===== src/rtl/mcu_spi_bridge_pkg.sv =====
// Shared constants for the MCU SPI bridge: target codes, idle MISO byte, FSM states.
// Latency: n/a (declarations only).
// Backpressure: n/a; the SPI link has no flow control, targets must keep up.
package mcu_spi_pkg;

  // Target codes carried in the first byte after chip select
  localparam logic [7:0] TGT_NONE = 8'd0;
  localparam logic [7:0] TGT_SYS  = 8'd1;
  localparam logic [7:0] TGT_HID  = 8'd2;
  localparam logic [7:0] TGT_OSD  = 8'd3;
  localparam logic [7:0] TGT_SDC  = 8'd5;

  // Byte shifted out on MISO when no valid target is selected
  localparam logic [7:0] IDLE_DOUT_DEF = 8'h00;

  // Transfer state: deselected, expecting target byte, streaming payload
  localparam logic [1:0] ST_IDLE    = 2'd0;
  localparam logic [1:0] ST_TARGET  = 2'd1;
  localparam logic [1:0] ST_PAYLOAD = 2'd2;

  // Unknown codes collapse to NONE so later bytes are silently dropped
  function automatic logic [7:0] tgt_decode(input logic [7:0] code);
    case (code)
      TGT_SYS, TGT_HID, TGT_OSD, TGT_SDC: tgt_decode = code;
      default:                            tgt_decode = TGT_NONE;
    endcase
  endfunction

endpackage


===== src/rtl/mcu_spi_bridge_if.sv =====
// Target-side bus of the MCU SPI bridge: shared start/data, per-target strobes and responses.
// Latency: n/a (wiring only).
// Backpressure: none; strobes are one-clk pulses, responses must be ready within 2 clk.
interface mcu_spi_bridge_if;
  logic       mcu_start;
  logic [7:0] mcu_din;
  logic       mcu_sys_strobe;
  logic       mcu_hid_strobe;
  logic       mcu_osd_strobe;
  logic       mcu_sdc_strobe;
  logic [7:0] mcu_sys_dout;
  logic [7:0] mcu_hid_dout;
  logic [7:0] mcu_osd_dout;
  logic [7:0] mcu_sdc_dout;

  // Bridge side
  modport master (
    output mcu_start, mcu_din,
    output mcu_sys_strobe, mcu_hid_strobe, mcu_osd_strobe, mcu_sdc_strobe,
    input  mcu_sys_dout, mcu_hid_dout, mcu_osd_dout, mcu_sdc_dout
  );

  // Command target side
  modport slave (
    input  mcu_start, mcu_din,
    input  mcu_sys_strobe, mcu_hid_strobe, mcu_osd_strobe, mcu_sdc_strobe,
    output mcu_sys_dout, mcu_hid_dout, mcu_osd_dout, mcu_sdc_dout
  );
endinterface


===== src/rtl/mcu_spi_bridge_spi_sync_edge.sv =====
// N-stage synchroniser with rise/fall detection on the synchronised signal.
// Latency: STAGES clk to the synchronised sample; edge flags are combinational from it.
// Backpressure: none.
module spi_sync_edge #(
  parameter int   STAGES  = 2,
  parameter logic RST_VAL = 1'b0
) (
  input  logic clk,
  input  logic reset,
  input  logic async_in,
  output logic rise,
  output logic fall
);
  logic [STAGES-1:0] chain;
  logic              last;

  // Shift the pin through the chain; keep one extra sample for edge compare
  always_ff @(posedge clk or posedge reset) begin
    if (reset) begin
      chain <= {STAGES{RST_VAL}};
      last  <= RST_VAL;
    end else begin
      chain <= {chain[STAGES-2:0], async_in};
      last  <= chain[STAGES-1];
    end
  end

  assign rise = chain[STAGES-1] & ~last;
  assign fall = ~chain[STAGES-1] & last;
endmodule


===== src/rtl/mcu_spi_bridge.sv =====
// SPI mode-0 slave that demultiplexes MCU bytes to sys/hid/osd/sdc targets and returns their responses.
// Latency: strobe 1 clk after the clk that sees the 8th synchronised SCK rise; response shifts out on the next byte.
// Backpressure: none; core clk >= 8x SCK lets targets answer within 2 clk of their strobe.
module mcu_spi_bridge
  import mcu_spi_pkg::*;
#(
  parameter int         SYNC_STAGES = 2,
  parameter logic [7:0] IDLE_DOUT   = IDLE_DOUT_DEF
) (
  input  logic             clk,
  input  logic             reset,
  input  logic             spi_io_ss,
  input  logic             spi_io_clk,
  input  logic             spi_io_din,
  output logic             spi_io_dout,
  mcu_spi_bridge_if.master mcu
);
  logic [SYNC_STAGES-1:0] ss_chain;
  logic [SYNC_STAGES-1:0] din_chain;
  logic                   ss_s;
  logic                   din_s;
  logic                   sck_rise;
  logic                   sck_fall;

  logic [1:0] state;
  logic [2:0] bitcnt;
  logic [1:0] bytecnt;
  logic [7:0] rx;
  logic [7:0] tx;
  logic [7:0] target;
  logic       byte_done;  // a full byte sits in rx, handle it this clk
  logic       load_pend;  // next SCK fall loads the target response into tx
  logic       dout_en;    // holds MISO low until the first clk out of reset
  logic [3:0] stb_q;      // {sdc, osd, hid, sys}
  logic       start_q;
  logic [7:0] din_q;

  logic [7:0] resp;
  logic [3:0] tgt_onehot;

  // Chip select and MOSI only need to be synchronised, no edge detection
  always_ff @(posedge clk or posedge reset) begin
    if (reset) begin
      ss_chain  <= {SYNC_STAGES{1'b1}};
      din_chain <= {SYNC_STAGES{1'b0}};
    end else begin
      ss_chain  <= {ss_chain[SYNC_STAGES-2:0], spi_io_ss};
      din_chain <= {din_chain[SYNC_STAGES-2:0], spi_io_din};
    end
  end

  assign ss_s  = ss_chain[SYNC_STAGES-1];
  assign din_s = din_chain[SYNC_STAGES-1];

  spi_sync_edge #(
    .STAGES  (SYNC_STAGES),
    .RST_VAL (1'b0)
  ) u_sck_sync (
    .clk      (clk),
    .reset    (reset),
    .async_in (spi_io_clk),
    .rise     (sck_rise),
    .fall     (sck_fall)
  );

  // Select the latched target's response byte and strobe line
  always_comb begin
    resp       = IDLE_DOUT;
    tgt_onehot = 4'b0000;
    case (target)
      TGT_SYS: begin resp = mcu.mcu_sys_dout; tgt_onehot = 4'b0001; end
      TGT_HID: begin resp = mcu.mcu_hid_dout; tgt_onehot = 4'b0010; end
      TGT_OSD: begin resp = mcu.mcu_osd_dout; tgt_onehot = 4'b0100; end
      TGT_SDC: begin resp = mcu.mcu_sdc_dout; tgt_onehot = 4'b1000; end
      default: begin resp = IDLE_DOUT;        tgt_onehot = 4'b0000; end
    endcase
  end

  // Bit/byte framing, target dispatch and MISO shifting; deselect overrides everything
  always_ff @(posedge clk or posedge reset) begin
    if (reset) begin
      state     <= ST_IDLE;
      bitcnt    <= 3'd0;
      bytecnt   <= 2'd0;
      rx        <= 8'h00;
      tx        <= IDLE_DOUT;
      target    <= TGT_NONE;
      byte_done <= 1'b0;
      load_pend <= 1'b0;
      dout_en   <= 1'b0;
      stb_q     <= 4'b0000;
      start_q   <= 1'b0;
      din_q     <= 8'h00;
    end else begin
      dout_en <= 1'b1;
      stb_q   <= 4'b0000;
      start_q <= 1'b0;
      if (ss_s) begin
        state     <= ST_IDLE;
        bitcnt    <= 3'd0;
        bytecnt   <= 2'd0;
        target    <= TGT_NONE;
        byte_done <= 1'b0;
        load_pend <= 1'b0;
        tx        <= IDLE_DOUT;
      end else begin
        if (state == ST_IDLE) begin
          state <= ST_TARGET;
        end
        if (sck_rise) begin
          rx     <= {rx[6:0], din_s};
          bitcnt <= bitcnt + 3'd1;
          if (bitcnt == 3'd7) begin
            byte_done <= 1'b1;
          end
        end else if (sck_fall) begin
          if (load_pend) begin
            tx        <= resp;
            load_pend <= 1'b0;
          end else begin
            tx <= {tx[6:0], 1'b0};
          end
        end
        if (byte_done) begin
          byte_done <= 1'b0;
          load_pend <= 1'b1;
          if (state == ST_PAYLOAD) begin
            din_q   <= rx;
            stb_q   <= tgt_onehot;
            start_q <= (bytecnt == 2'd1) && (target != TGT_NONE);
            if (bytecnt != 2'd2) begin
              bytecnt <= bytecnt + 2'd1;
            end
          end else begin
            target  <= tgt_decode(rx);
            bytecnt <= 2'd1;
            state   <= ST_PAYLOAD;
          end
        end
      end
    end
  end

  assign spi_io_dout        = dout_en & tx[7];
  assign mcu.mcu_start      = start_q;
  assign mcu.mcu_din        = din_q;
  assign mcu.mcu_sys_strobe = stb_q[0];
  assign mcu.mcu_hid_strobe = stb_q[1];
  assign mcu.mcu_osd_strobe = stb_q[2];
  assign mcu.mcu_sdc_strobe = stb_q[3];
endmodule


===== src/flat_wrapper.sv =====
// flat-port wrapper written by rule: the top's interface ports become plain ports
module mcu_spi_bridge_flat import mcu_spi_pkg::*;
#(
  parameter int         SYNC_STAGES = 2,
  parameter logic [7:0] IDLE_DOUT   = IDLE_DOUT_DEF
)
  (clk, reset, spi_io_ss, spi_io_clk, spi_io_din, spi_io_dout, mcu_mcu_start, mcu_mcu_din, mcu_mcu_sys_strobe, mcu_mcu_hid_strobe, mcu_mcu_osd_strobe, mcu_mcu_sdc_strobe, mcu_mcu_sys_dout, mcu_mcu_hid_dout, mcu_mcu_osd_dout, mcu_mcu_sdc_dout);
  mcu_spi_bridge_if mcu_i ();
  input  logic clk;
  input  logic reset;
  input  logic spi_io_ss;
  input  logic spi_io_clk;
  input  logic spi_io_din;
  output logic spi_io_dout;
  output wire logic [$bits(mcu_i.mcu_start)-1:0] mcu_mcu_start;
  output wire logic [$bits(mcu_i.mcu_din)-1:0] mcu_mcu_din;
  output wire logic [$bits(mcu_i.mcu_sys_strobe)-1:0] mcu_mcu_sys_strobe;
  output wire logic [$bits(mcu_i.mcu_hid_strobe)-1:0] mcu_mcu_hid_strobe;
  output wire logic [$bits(mcu_i.mcu_osd_strobe)-1:0] mcu_mcu_osd_strobe;
  output wire logic [$bits(mcu_i.mcu_sdc_strobe)-1:0] mcu_mcu_sdc_strobe;
  input wire logic [$bits(mcu_i.mcu_sys_dout)-1:0] mcu_mcu_sys_dout;
  input wire logic [$bits(mcu_i.mcu_hid_dout)-1:0] mcu_mcu_hid_dout;
  input wire logic [$bits(mcu_i.mcu_osd_dout)-1:0] mcu_mcu_osd_dout;
  input wire logic [$bits(mcu_i.mcu_sdc_dout)-1:0] mcu_mcu_sdc_dout;
  assign mcu_mcu_start = mcu_i.mcu_start;
  assign mcu_mcu_din = mcu_i.mcu_din;
  assign mcu_mcu_sys_strobe = mcu_i.mcu_sys_strobe;
  assign mcu_mcu_hid_strobe = mcu_i.mcu_hid_strobe;
  assign mcu_mcu_osd_strobe = mcu_i.mcu_osd_strobe;
  assign mcu_mcu_sdc_strobe = mcu_i.mcu_sdc_strobe;
  assign mcu_i.mcu_sys_dout = mcu_mcu_sys_dout;
  assign mcu_i.mcu_hid_dout = mcu_mcu_hid_dout;
  assign mcu_i.mcu_osd_dout = mcu_mcu_osd_dout;
  assign mcu_i.mcu_sdc_dout = mcu_mcu_sdc_dout;
  mcu_spi_bridge #(.SYNC_STAGES(SYNC_STAGES), .IDLE_DOUT(IDLE_DOUT)) u_core (.clk(clk), .reset(reset), .spi_io_ss(spi_io_ss), .spi_io_clk(spi_io_clk), .spi_io_din(spi_io_din), .spi_io_dout(spi_io_dout), .mcu(mcu_i));
endmodule

===== config.mk =====
export PLATFORM = sky130hd
export DESIGN_NAME = mcu_spi_bridge_flat
export DESIGN_NICKNAME = d
export VERILOG_FILES = /design/src/rtl/mcu_spi_bridge_pkg.sv /design/src/rtl/mcu_spi_bridge_if.sv /design/src/rtl/mcu_spi_bridge_spi_sync_edge.sv /design/src/rtl/mcu_spi_bridge.sv /design/src/flat_wrapper.sv
export SDC_FILE = /design/constraint.sdc
export NUM_CORES = 1
export LEC_CHECK = 0
export ABC_CLOCK_PERIOD_IN_PS = 2400
export CAP_MARGIN = 5
export CORE_UTILIZATION = 40
export CTS_BUF_LIST = sky130_fd_sc_hd__clkbuf_4 sky130_fd_sc_hd__clkbuf_8 sky130_fd_sc_hd__clkbuf_16
export CTS_CLUSTER_DIAMETER = 80
export DETAILED_ROUTE_END_ITERATION = 10
export PLACE_DENSITY = 0.7
export SYNTH_ARGS = -nofsm -noshare
export SYNTH_HDL_FRONTEND = slang
export SYNTH_SLANG_ARGS = --single-unit

===== constraint.sdc =====
create_clock -name clk -period 2.4 [get_ports clk]
set_clock_uncertainty 0.05 [all_clocks]
set_input_delay 0.24 -clock clk [delete_from_list [all_inputs] [get_ports clk]]
set_output_delay 0.24 -clock clk [all_outputs]
set_load 0.005 [all_outputs]

==> results.yml <==
status:
  outcome: "finished, final reports clean"
setup_path:
  cp_cell_sequence: "or4_4 > or4_4 > o22ai_1"
  cp_max_fo: 8
  cp-start-kind: "flop"
  critPathSlowestCell: "or4_4"
  crit_family: "simple AND/OR/NAND/NOR gates"
  critPathMostFrequentCell: "or4_4"
  slowest_delay_ns: 0.58
  crit_path_end_kind: "flop"
  critPathArrivalTime_ns: 2.03
  crit_type: "flop to flop"
  required_ns: 2.58
  path_buf_inv: 0
sta:
  fin_crit_sh_pct: 77.08
  slew_viol_final: 0
  fin_crit_ns: 1.850
  rsz0062_at_grt: "false"
  tns_ns: 0
  timing.final.ws_setup_ns: 0.5502
  setup-violations-final: 0
  hold_viol_final: 0
  slew_headroom_pct: 64.91
  fmax_mhz: 540.6
  worstMarginPinSlew_ns: 0.5264
finish:
  final_common_cell: "dfrtp_1"
  area_growth_pct: 27.97
  final_cell_mix: "dfrtp_1 (52), clkdlybuf4s50_1 (50), mux2i_1 (20), mux2_2 (14), a21oi_1 (11)"
  design_area_mm2: 0.003114
  nets: 290
  fin_util_pct: 52.91
  n_antenna_cell: 0
  drive_above_1_share_pct: 12.40
synth:
  synth_fp_nets: 241
  synth.distinct_cells: 34
  synth_area_mm2: 0.002434
  yosys_warnings: 0
  synth_top_area_cell: "dfrtp_1"
  ys_seq_elements: 54
  ys_seq_area_share_pct: 55.63
  syn_area_per_cell_um2: 12.17
  synthTopCellsByArea: "dfrtp_1 (53%), mux2i_1 (8.2%), mux2_2 (6.5%)"
  syn_inst: 200
  yosysTopAreaCellShare_pct: 53.47
global_routing:
  grtUsageTotal_pct: 15.55
  grt.overflow.total: 0
  grt_pass1_wl_mm: 7.576
  grt_pass1_vias: 1614
  antenna_found_initial: 0
  grt_max_degree: 33
cts:
  clk_latency_ns: 0.32
  cts_tree: "done"
  cts_buffers: 5
  clkTransAtPathRegs_ns: 0.11
  cts_hold_buf: 0
  cts.sinks: 54
  htreeDepth: 2
  clock-root-buffer: "clkbuf_8"
  postCtsSetupBuffers: 0
  cts_resized: 0
  clockBufferDepth: 2
die:
  die_area_mm2: 0.006400
  die_x_um: 80
  initial_core_util_pct: 41.35
  coreArea_mm2: 0.005886
  rows: 28
  io_pins: 51
  die_h_um: 80
pwr:
  cellPowerDensity_mw_per_mm2: 564.7
  irDropWorstVdd_mv: 0.3676
  cellLeakagePower_nw: 1.296
min_path:
  hold_class: "primary input to asynchronous set/reset pin"
detailed_routing:
  wire_per_inst_um: 14.06
  avgViaCountPerCell: 5.034
  postRouteWirelength_mm: 4.568
  firstDrtPassIters: 4
  drc: 0
  vias: 1636
  drt_iter0_drc: 81
  postRouteAntennaNets: 0
placement:
  dpl.hpwl_mm: 3.330
  io_buffers: 50
  place_congestion: 0.7661
  dpl_cell_area_mm2: 0.003017
  dpl_worst_slack_ns: 0.5652
flow_run:
  drv_cap: 0
[flip-flops by register name (all words and copies together) (netlist names)]
| signal | flops |
|---|---|
| u_core.bitcnt | 3 |
| u_core.byte_done | 1 |
| u_core.bytecnt | 2 |
| u_core.din_chain | 2 |
| u_core.dout_en | 1 |
| u_core.load_pend | 1 |
| u_core.mcu.mcu_din | 8 |
| u_core.mcu.mcu_start | 1 |
| u_core.rx | 8 |
| u_core.ss_chain | 2 |
| u_core.state | 2 |
| u_core.stb_q | 4 |
| u_core.target | 8 |
| u_core.tx | 8 |
| u_core.u_sck_sync.chain | 2 |
| u_core.u_sck_sync.last | 1 |
[power by group]
group	switching, W	internal, W	total, W
registers	0.0000700	0.000975	0.00104
logic	0.0000695	0.000117	0.000187
clock network	0.000311	0.000217	0.000527
total	0.000450	0.00131	0.00176
[Yosys cell counts]
master / number
nor4bb_1: 8
o21ai_1: 1
ha_1: 4
dfstp_2: 2
nor2_1: 8
dfrtp_1: 52
and3_1: 1
a21o_1: 1
nand2_1: 2
buf_2: 1
nor2b_1: 3
buf_6: 1
xnor2_1: 1
o22a_1: 8
nor3_1: 3
mux2_2: 14
nor4b_1: 1
buf_1: 3
nand3b_1: 2
nor3b_1: 6
conb_1: 1
clkbuf_1: 7
o32ai_1: 3
inv_1: 9
a21oi_1: 11
nand2b_1: 7
o21ai_0: 1
or4_4: 2
o22ai_1: 7
mux2i_1: 20
o211ai_1: 1
nand3_1: 1
and2_1: 7
o311a_1: 1
[cells by family (layout without fill, tap and decap cells)]
kind of cell | Yosys count | after routing | share of synthesized area (%)
mux | 34 | 34 | 14.70
other cells | 1 | 1 | 0.1541
buf+inv | 21 | 71 | 3.599
flops | 54 | 54 | 55.63
compound gates | 34 | 34 | 9.460
fa+ha+maj | 4 | 4 | 2.057
simple gates | 51 | 51 | 14.04
xor+xnor | 1 | 1 | 0.3600
[metrics by stage]
stage | hold slack (ns) | cells | total power [W]
finish | 0.2024 | 325 | 0.001759
global route | 0.2583 | 325 | 0.001842
CTS | 0.2062 | 325 | 0.001781
detailed placement | 0.2865 | 317 | 0.001252
global placement | 0.2867 | 317 | 0.001245
floorplan | 0.1945 | 200 | 0.001148
[final timing paths]
check,start,to,slack (ns),cells past startpoint
max in group asynchronous,reset,u_core.ss_chain[0]$_DFF_PP1_,1.50,3
hold / removal,reset,u_core.mcu.mcu_start$_DFF_PP0_,0.20,2
setup reg to reg,u_core.target[4]$_DFFE_PP0P_,u_core.tx[7]$_DFFE_PP0P_,0.55,3
setup / recovery,u_core.target[4]$_DFFE_PP0P_,u_core.tx[7]$_DFFE_PP0P_,0.55,3
hold reg to reg,u_core.u_sck_sync.chain[0]$_DFF_PP0_,u_core.u_sck_sync.chain[1]$_DFF_PP0_,0.31,0
min in group clk,spi_io_ss,u_core.ss_chain[0]$_DFF_PP1_,0.28,1
[per-layer routing]
metal  global-route usage, %  up-vias  wire (µm)
li1                        -      809          -
met1                   22.12      792       2265
met2                   22.99       31       2005
met3                   3.543        4        218
met4                   5.893        0         79
met5                       0        -          0
[final cells by class]
| type | count | area [µm²] |
|---|---|---|
| Multi-Input combinational cell | 125 | 992.2 |
| Clock inverter | 3 | 28.78 |
| Timing Repair Buffer | 54 | 543.0 |
| Sequential cell | 54 | 1354 |
| Tap cell | 75 | 93.84 |
| Inverter | 9 | 33.78 |
| Clock buffer | 5 | 68.82 |
| Fill cell | 535 | 2771 |
Power figures use the tool's default switching activity.
